===== config.mk =====
export PLATFORM = sky130hd
export DESIGN_NAME = root_5_en_multi_cycle
export DESIGN_NICKNAME = d
export VERILOG_FILES = /design/src/rtl/root_5_en_multi_cycle.sv
export SDC_FILE = /design/constraint.sdc
export NUM_CORES = 1
export LEC_CHECK = 0
export ABC_CLOCK_PERIOD_IN_PS = 4000
export CORE_MARGIN = 2
export CORE_UTILIZATION = 40
export CTS_BUF_LIST = sky130_fd_sc_hd__clkbuf_16
export CTS_CLUSTER_DIAMETER = 40
export DETAILED_ROUTE_END_ITERATION = 12
export PLACE_DENSITY = 0.68
export SYNTH_ARGS = -nofsm -noshare
export SYNTH_HDL_FRONTEND = slang
export SYNTH_SLANG_ARGS = --single-unit

===== constraint.sdc =====
create_clock -name clk -period 4 [get_ports clk]
set_clock_uncertainty 0.05 [all_clocks]
set_input_delay 0.4 -clock clk [delete_from_list [all_inputs] [get_ports clk]]
set_output_delay 0.4 -clock clk [all_outputs]
set_load 0.05 [all_outputs]

===== src/rtl/root_5_en_multi_cycle.sv =====
// rtl/root_5_en_multi_cycle.sv - integer fifth root, bit-serial restoring search
// One shared multiplier builds each candidate^5 over four cycles; one root in flight.
module root_5_en_multi_cycle #(
  parameter int w = 8,
  localparam int rw = (w + 4) / 5
) (
  input  logic          clk,
  input  logic          rst,
  input  logic          clk_en,
  input  logic          arg_vld,
  input  logic [w-1:0]  n,
  output logic          busy,
  output logic          res_vld,
  output logic [rw-1:0] res
);

  localparam int mw = 5 * rw;
  localparam int bw = (rw > 1) ? $clog2(rw) : 1;

  typedef enum logic [2:0] {
    IDLE,
    LOAD,
    MUL,
    CMP,
    DONE
  } state_t;

  state_t         state;
  state_t         state_nxt;
  logic [w-1:0]   x;
  logic [rw-1:0]  root;
  logic [bw-1:0]  bit_idx;
  logic [mw-1:0]  mul;
  logic [1:0]     cnt;

  logic [rw-1:0]  cand;
  logic           fit;
  logic           last_bit;
  logic           accepting;

  // root is stable from LOAD through CMP, so the candidate never needs its own register
  assign cand      = root | (rw'(1) << bit_idx);
  assign fit       = mul <= mw'(x);
  assign last_bit  = (bit_idx == '0);
  assign accepting = (state == IDLE) || (state == DONE);

  assign busy    = (state == LOAD) || (state == MUL) || (state == CMP);
  assign res_vld = (state == DONE);

  always_comb begin
    state_nxt = state;
    case (state)
      IDLE, DONE: state_nxt = arg_vld ? LOAD : IDLE;
      LOAD:       state_nxt = MUL;
      MUL:        state_nxt = (cnt == 2'd3) ? CMP : MUL;
      CMP:        state_nxt = last_bit ? DONE : LOAD;
      default:    state_nxt = IDLE;
    endcase
  end

  always_ff @(posedge clk or posedge rst) begin
    if (rst) begin
      state   <= IDLE;
      x       <= '0;
      root    <= '0;
      bit_idx <= '0;
      mul     <= '0;
      cnt     <= '0;
      res     <= '0;
    end else if (clk_en) begin
      state <= state_nxt;
      if (accepting && arg_vld) begin
        x       <= n;
        root    <= '0;
        bit_idx <= bw'(rw - 1);
      end
      case (state)
        LOAD: begin
          mul <= mw'(cand);
          cnt <= 2'd0;
        end
        MUL: begin
          // four passes turn cand into cand^5; cand < 2^rw keeps it inside mw bits
          mul <= mul * mw'(cand);
          cnt <= cnt + 2'd1;
        end
        CMP: begin
          if (fit) root <= cand;
          if (last_bit) res <= fit ? cand : root;
          else          bit_idx <= bit_idx - 1'b1;
        end
        default: ;
      endcase
    end
  end

endmodule

; ---- Yosys cells after proc, flatten, opt, wreduce, memory -nomap -nowiden
; Cells that the tools add are included.
[classes]
eq_ne = 5
div = 0
order_cmp = 1
bitwise_logic = 2
shift = 1
n_mux = 13
mul = 1
n_reduce_logical = 10
addsub = 2
[ops]
columns = cell, count
row1 = $pmux 10 s2, 1
row2 = $pmux 3 s4, 1
row3 = $le 10x8->1, 1
row4 = $mul 10x2->10, 1
row5 = $mux 2, 4
row6 = $eq 3x2->1 const B, 2
row7 = $mux 1, 5
row8 = $pmux 2 s2, 1
row9 = $reduce_and 2->1, 2
row10 = $eq 3x1->1 const B, 1
row11 = $eq 3x3->1 const B, 1
row12 = $logic_not 3->1, 1
row13 = $logic_or 1x1->1, 3
row14 = $mux 3, 1
row15 = $reduce_and 3->1, 1
row16 = $add 2x1->2 const B, 1
row17 = $eq 2x2->1 const B, 1
row18 = $or 2x2->2, 1
row19 = $reduce_bool 2->1, 1
row20 = $reduce_or 2->1, 1
row21 = $shl 1x1->2 const A, 1
row22 = $logic_and 1x1->1, 1
row23 = $not 1->1, 1
row24 = $sub 1x1->1 const B, 1
[totals]
ram_bits = 0
mem_bits_ro = 0
regBits = 28
latchBits = 0
elab_cells = 42
n_memories = 0

; ---- Logic depth before layout (Yosys ltp)
[logic_depth]
word_depth = 6
depth_mapped = 10
mapped_depth_nobuf = 9

; ---- Least setup slack after synthesis
; No wires, ideal clock.
[synth_timing]
kind = flip-flop to flip-flop
startpoint = register bit_idx
endpoint = register mul[9]
setup_slack_ns = 1.360
path_buffers = 1
period_less_slack_ns = 2.640
stages_incl_launch_ff = 11
t_required_ns = 3.824
setup_time_ns = 0.126
t_arrival_ns = 2.463
cell_sequence = dfrtp_1 > nor2_1 > clkbuf_1 > nor2_1 > ha_1 > fa_1 > a211oi_2 > o21ai_2 > a31oi_4 > xnor2_1 > a221o_1
[synth_via]
elab_chain_len = 4
[synth_rtl]
columns = item, line_no
row1 = from (decl), 32  ; logic [bw-1:0] bit_idx;
row2 = from (signal assigned), 75  ; bit_idx <= bw'(rw - 1);
row3 = from (signal assigned), 90  ; else bit_idx <= bit_idx - 1'b1;
row4 = $shl 1x1->2, 42  ; assign cand = root | (rw'(1) << bit_idx);
row5 = $or 2x2->2, 42
row6 = $mul 10x2->10, 84  ; mul <= mul * mw'(cand);
row7 = $pmux 10 s2, 77  ; case (state)
row8 = to (signal assigned), 79  ; mul <= mw'(cand);
row9 = to (signal assigned), 84
row10 = to (decl), 33  ; logic [mw-1:0] mul;
; No other way between the ends.
; A chain may end at the register's enable or synchronous reset.

; ---- Worst setup path after layout
; Same ends and word-level chain as after synthesis.

==> flow_metrics.py <==
metrics = {
    "status": {
        "outcome": "finished clean",
    },
    "power_and_ir_drop": {
        "power_density_mw_per_mm2": 614.1,
        "leakagePower_nw": 0.9793,
        "ir_worst_vdd_uv": 281.4,
    },
    "grt": {
        "grt-ovfl-total": 0,
        "grt_usage": 0.1660,
        "grt_antenna_before_repair": 0,
        "grt_max_degree": 26,
        "grt_first_pass_wirelength_um": 6686,
        "grt_pass1_vias": 1438,
    },
    "timing": {
        "fin_crit_ns": 2.993,
        "slew_violations": 0,
        "timing_hold_violations_final": 0,
        "worst_slew_pin_slew_ns": 0.9652,
        "post-route-period-util": 0.7483,
        "finalSetupTns_ns": 0,
        "setup_viol": 0,
        "slew_headroom": 0.3558,
        "rsz0062_at_grt": "false",
        "clock.fmax_mhz": 334.1,
    },
    "route": {
        "drc": 0,
        "drt_first_pass_iters": 4,
        "totalWireLength_um": 3722,
        "ant_nets": 0,
        "drt_iter0_drc": 68,
        "avgRoutedWirePerCell_um": 14.15,
        "vias": 1399,
        "avgViaCountPerCell": 5.319,
    },
    "finish": {
        "fillers": 420,
        "diodes": 0,
        "drive_gt1_frac": 0.06635,
        "area_growth_pct": 15.90,
        "final_common_cell": "dfrtp_1",
        "nNetsFinal": 242,
        "final_cell_mix": "dfrtp_1, nand2_1, o21ai_1",
        "final_cell_area_sq_mm": 0.002135,
    },
    "run": {
        "drv_cap": 0,
    },
    "setup_path": {
        "critPathMaxStageDelay_ns": 0.55,
        "startpoint_type": "flip-flop",
        "critPathTopFamily": "compound AO/OA/AOI/OAI gates",
        "crit_slowest_cell": "nor2_1",
        "worstSetupEndpointType": "flip-flop",
        "required_ns": 4.10,
        "cp_max_fo": 11,
        "crit_top_cell": "nor2_1",
        "crit_chain": "nor2_1, nor2_1, ha_1, fa_1, a211oi_2, o21ai_2, a31oi_4, xnor2_1, a221o_1",
        "cp.arrival_ns": 3.09,
        "crit_buf_inv": 0,
        "worstSetupPathType": "flip-flop to flip-flop",
    },
    "logic_synthesis": {
        "syn-num-nets": 229,
        "synth_edf_count": 0,
        "syn-cell-area_sq_mm": 0.001842,
        "synthFlopType": "dfrtp_1",
        "synthCells": 199,
        "synth_cell_types": 47,
        "avgSynthCellArea_sq_um": 9.255,
        "synthArstFlopShare": 1.000,
        "yosysWarnings": 0,
        "synth-seq-cells": 28,
        "ys_seq_area_frac": 0.3804,
    },
    "placed_design": {
        "place_hpwl_um": 2808,
        "io_buffer_count": 15,
        "placed_cell_area_sq_mm": 0.002029,
        "place.gp.congestion": 0.8276,
    },
    "min_path": {
        "hp-class": "flip-flop to flip-flop",
    },
    "floorplan": {
        "coreArea_sq_mm": 0.004384,
        "ioPinCount": 16,
        "die_w_um": 71.86,
        "die_area_sq_mm": 0.005163,
        "fp-row-count": 24,
        "start_util": 0.4201,
        "die_height_um": 71.86,
    },
    "clocking": {
        "htreeDepth": 1,
        "cts_tree": "built",
        "cts_buffers": 3,
        "cts_root_buf": "clkbuf_16",
        "cts_sinks": 28,
        "clk_pin_slew_ns": 0.07,
        "clockBufferDepth": 2,
        "postCtsSetupRepairBufs": 0,
        "clock_latency_ns": 0.26,
        "cts_resized": 0,
        "cts_hold_buffers": 0,
    },
}
-- flip-flops by register name, summed over array words and instances (netlist names) --
signal   count
bit_idx      1
cnt          2
mul         10
res          2
root         2
state        3
x            8
-- power breakdown --
part | leakage (nW) | internal, mW | total (mW) | switching [mW]
registers | 0.356 | 0.382 | 0.457 | 0.0754
clock network | 0.0511 | 0.199 | 0.295 | 0.0955
logic | 0.572 | 0.221 | 0.559 | 0.338
-- final cells by class --
class	count	area, sq um	area share
clock buffers	3	75.07	0.03517
clock inverters	1	30.03	0.01407
inverters	16	60.06	0.02814
multi-input cells	147	1046	0.4900
flip-flops and latches	28	700.7	0.3283
well taps	52	65.06	0.03048
repair buffers	16	157.7	0.07386
-- synthesized netlist by cell type (2+ instances only) --
cell type / instances / area, sq um
ha_1: 17 / 212.7
o22a_1: 2 / 17.52
xnor2_1: 3 / 26.28
o21ai_1: 18 / 90.09
a21oi_1: 11 / 55.05
mux2i_1: 2 / 20.02
nand3_1: 2 / 10.01
nand2_1: 21 / 78.83
mux2_1: 2 / 22.52
clkbuf_1: 4 / 15.01
inv_1: 14 / 52.55
and2_1: 9 / 56.30
nor2b_1: 8 / 50.05
dfrtp_1: 28 / 700.7
nand4_1: 2 / 12.51
xor2_1: 3 / 26.28
a22o_1: 2 / 17.52
nor2_1: 9 / 33.78
a32o_1: 2 / 20.02
o21bai_1: 3 / 22.52
buf_2: 4 / 20.02
o21a_1: 2 / 15.01
inv_2: 2 / 7.510
nor3_1: 3 / 15.01
o21ai_0: 3 / 15.01
o21ai_2: 2 / 17.52
-- final timing paths --
check | startpoint | end | slack (ns) | depth (start not counted)
max | bit_idx | mul[9] | 1.01 | 9
min | mul[0] | mul[0] | 0.44 | 1
max reg2reg | bit_idx | mul[9] | 1.01 | 9
min reg2reg | mul[0] | mul[0] | 0.44 | 1
max in group asynchronous | rst | mul[3] | 2.66 | 3
min in group asynchronous | rst | x[1] | 0.61 | 2
-- per-layer routing --
metal / GRT usage / wire length [um]
met3: 0.01969 / 84
met2: 0.2675 / 1706
met1: 0.2289 / 1879
met4: 0.06289 / 52
met5: 0 / 0
-- stage by stage --
step                power (mW)  hold WS (ns)  setup WS [ns]  std cells    util
global route             1.432        0.4650         0.7722        263  0.4869
detailed placement       1.026        0.4274          1.028        259  0.4629
global placement         1.002        0.4248          1.127        259  0.4629
CTS                      1.326        0.4414         0.9918        263  0.4869
floorplan               0.8803        0.4045          1.360        199       -
finish                   1.311        0.4402          1.007        263  0.4869
-- cell families (layout without fill, tap and decap cells) --
group	count (synthesis)	in the layout	synth area share
and+or+nand+nor	62	62	0.1732
AOI/OAI and AO/OA	57	57	0.2167
DFF	28	28	0.3804
buffers and inverters	24	36	0.05163
adders and majority gates	18	18	0.1264
xor gates and xnor gates	6	6	0.02854
muxes	4	4	0.02310
(Power assumes the default switching activity.)
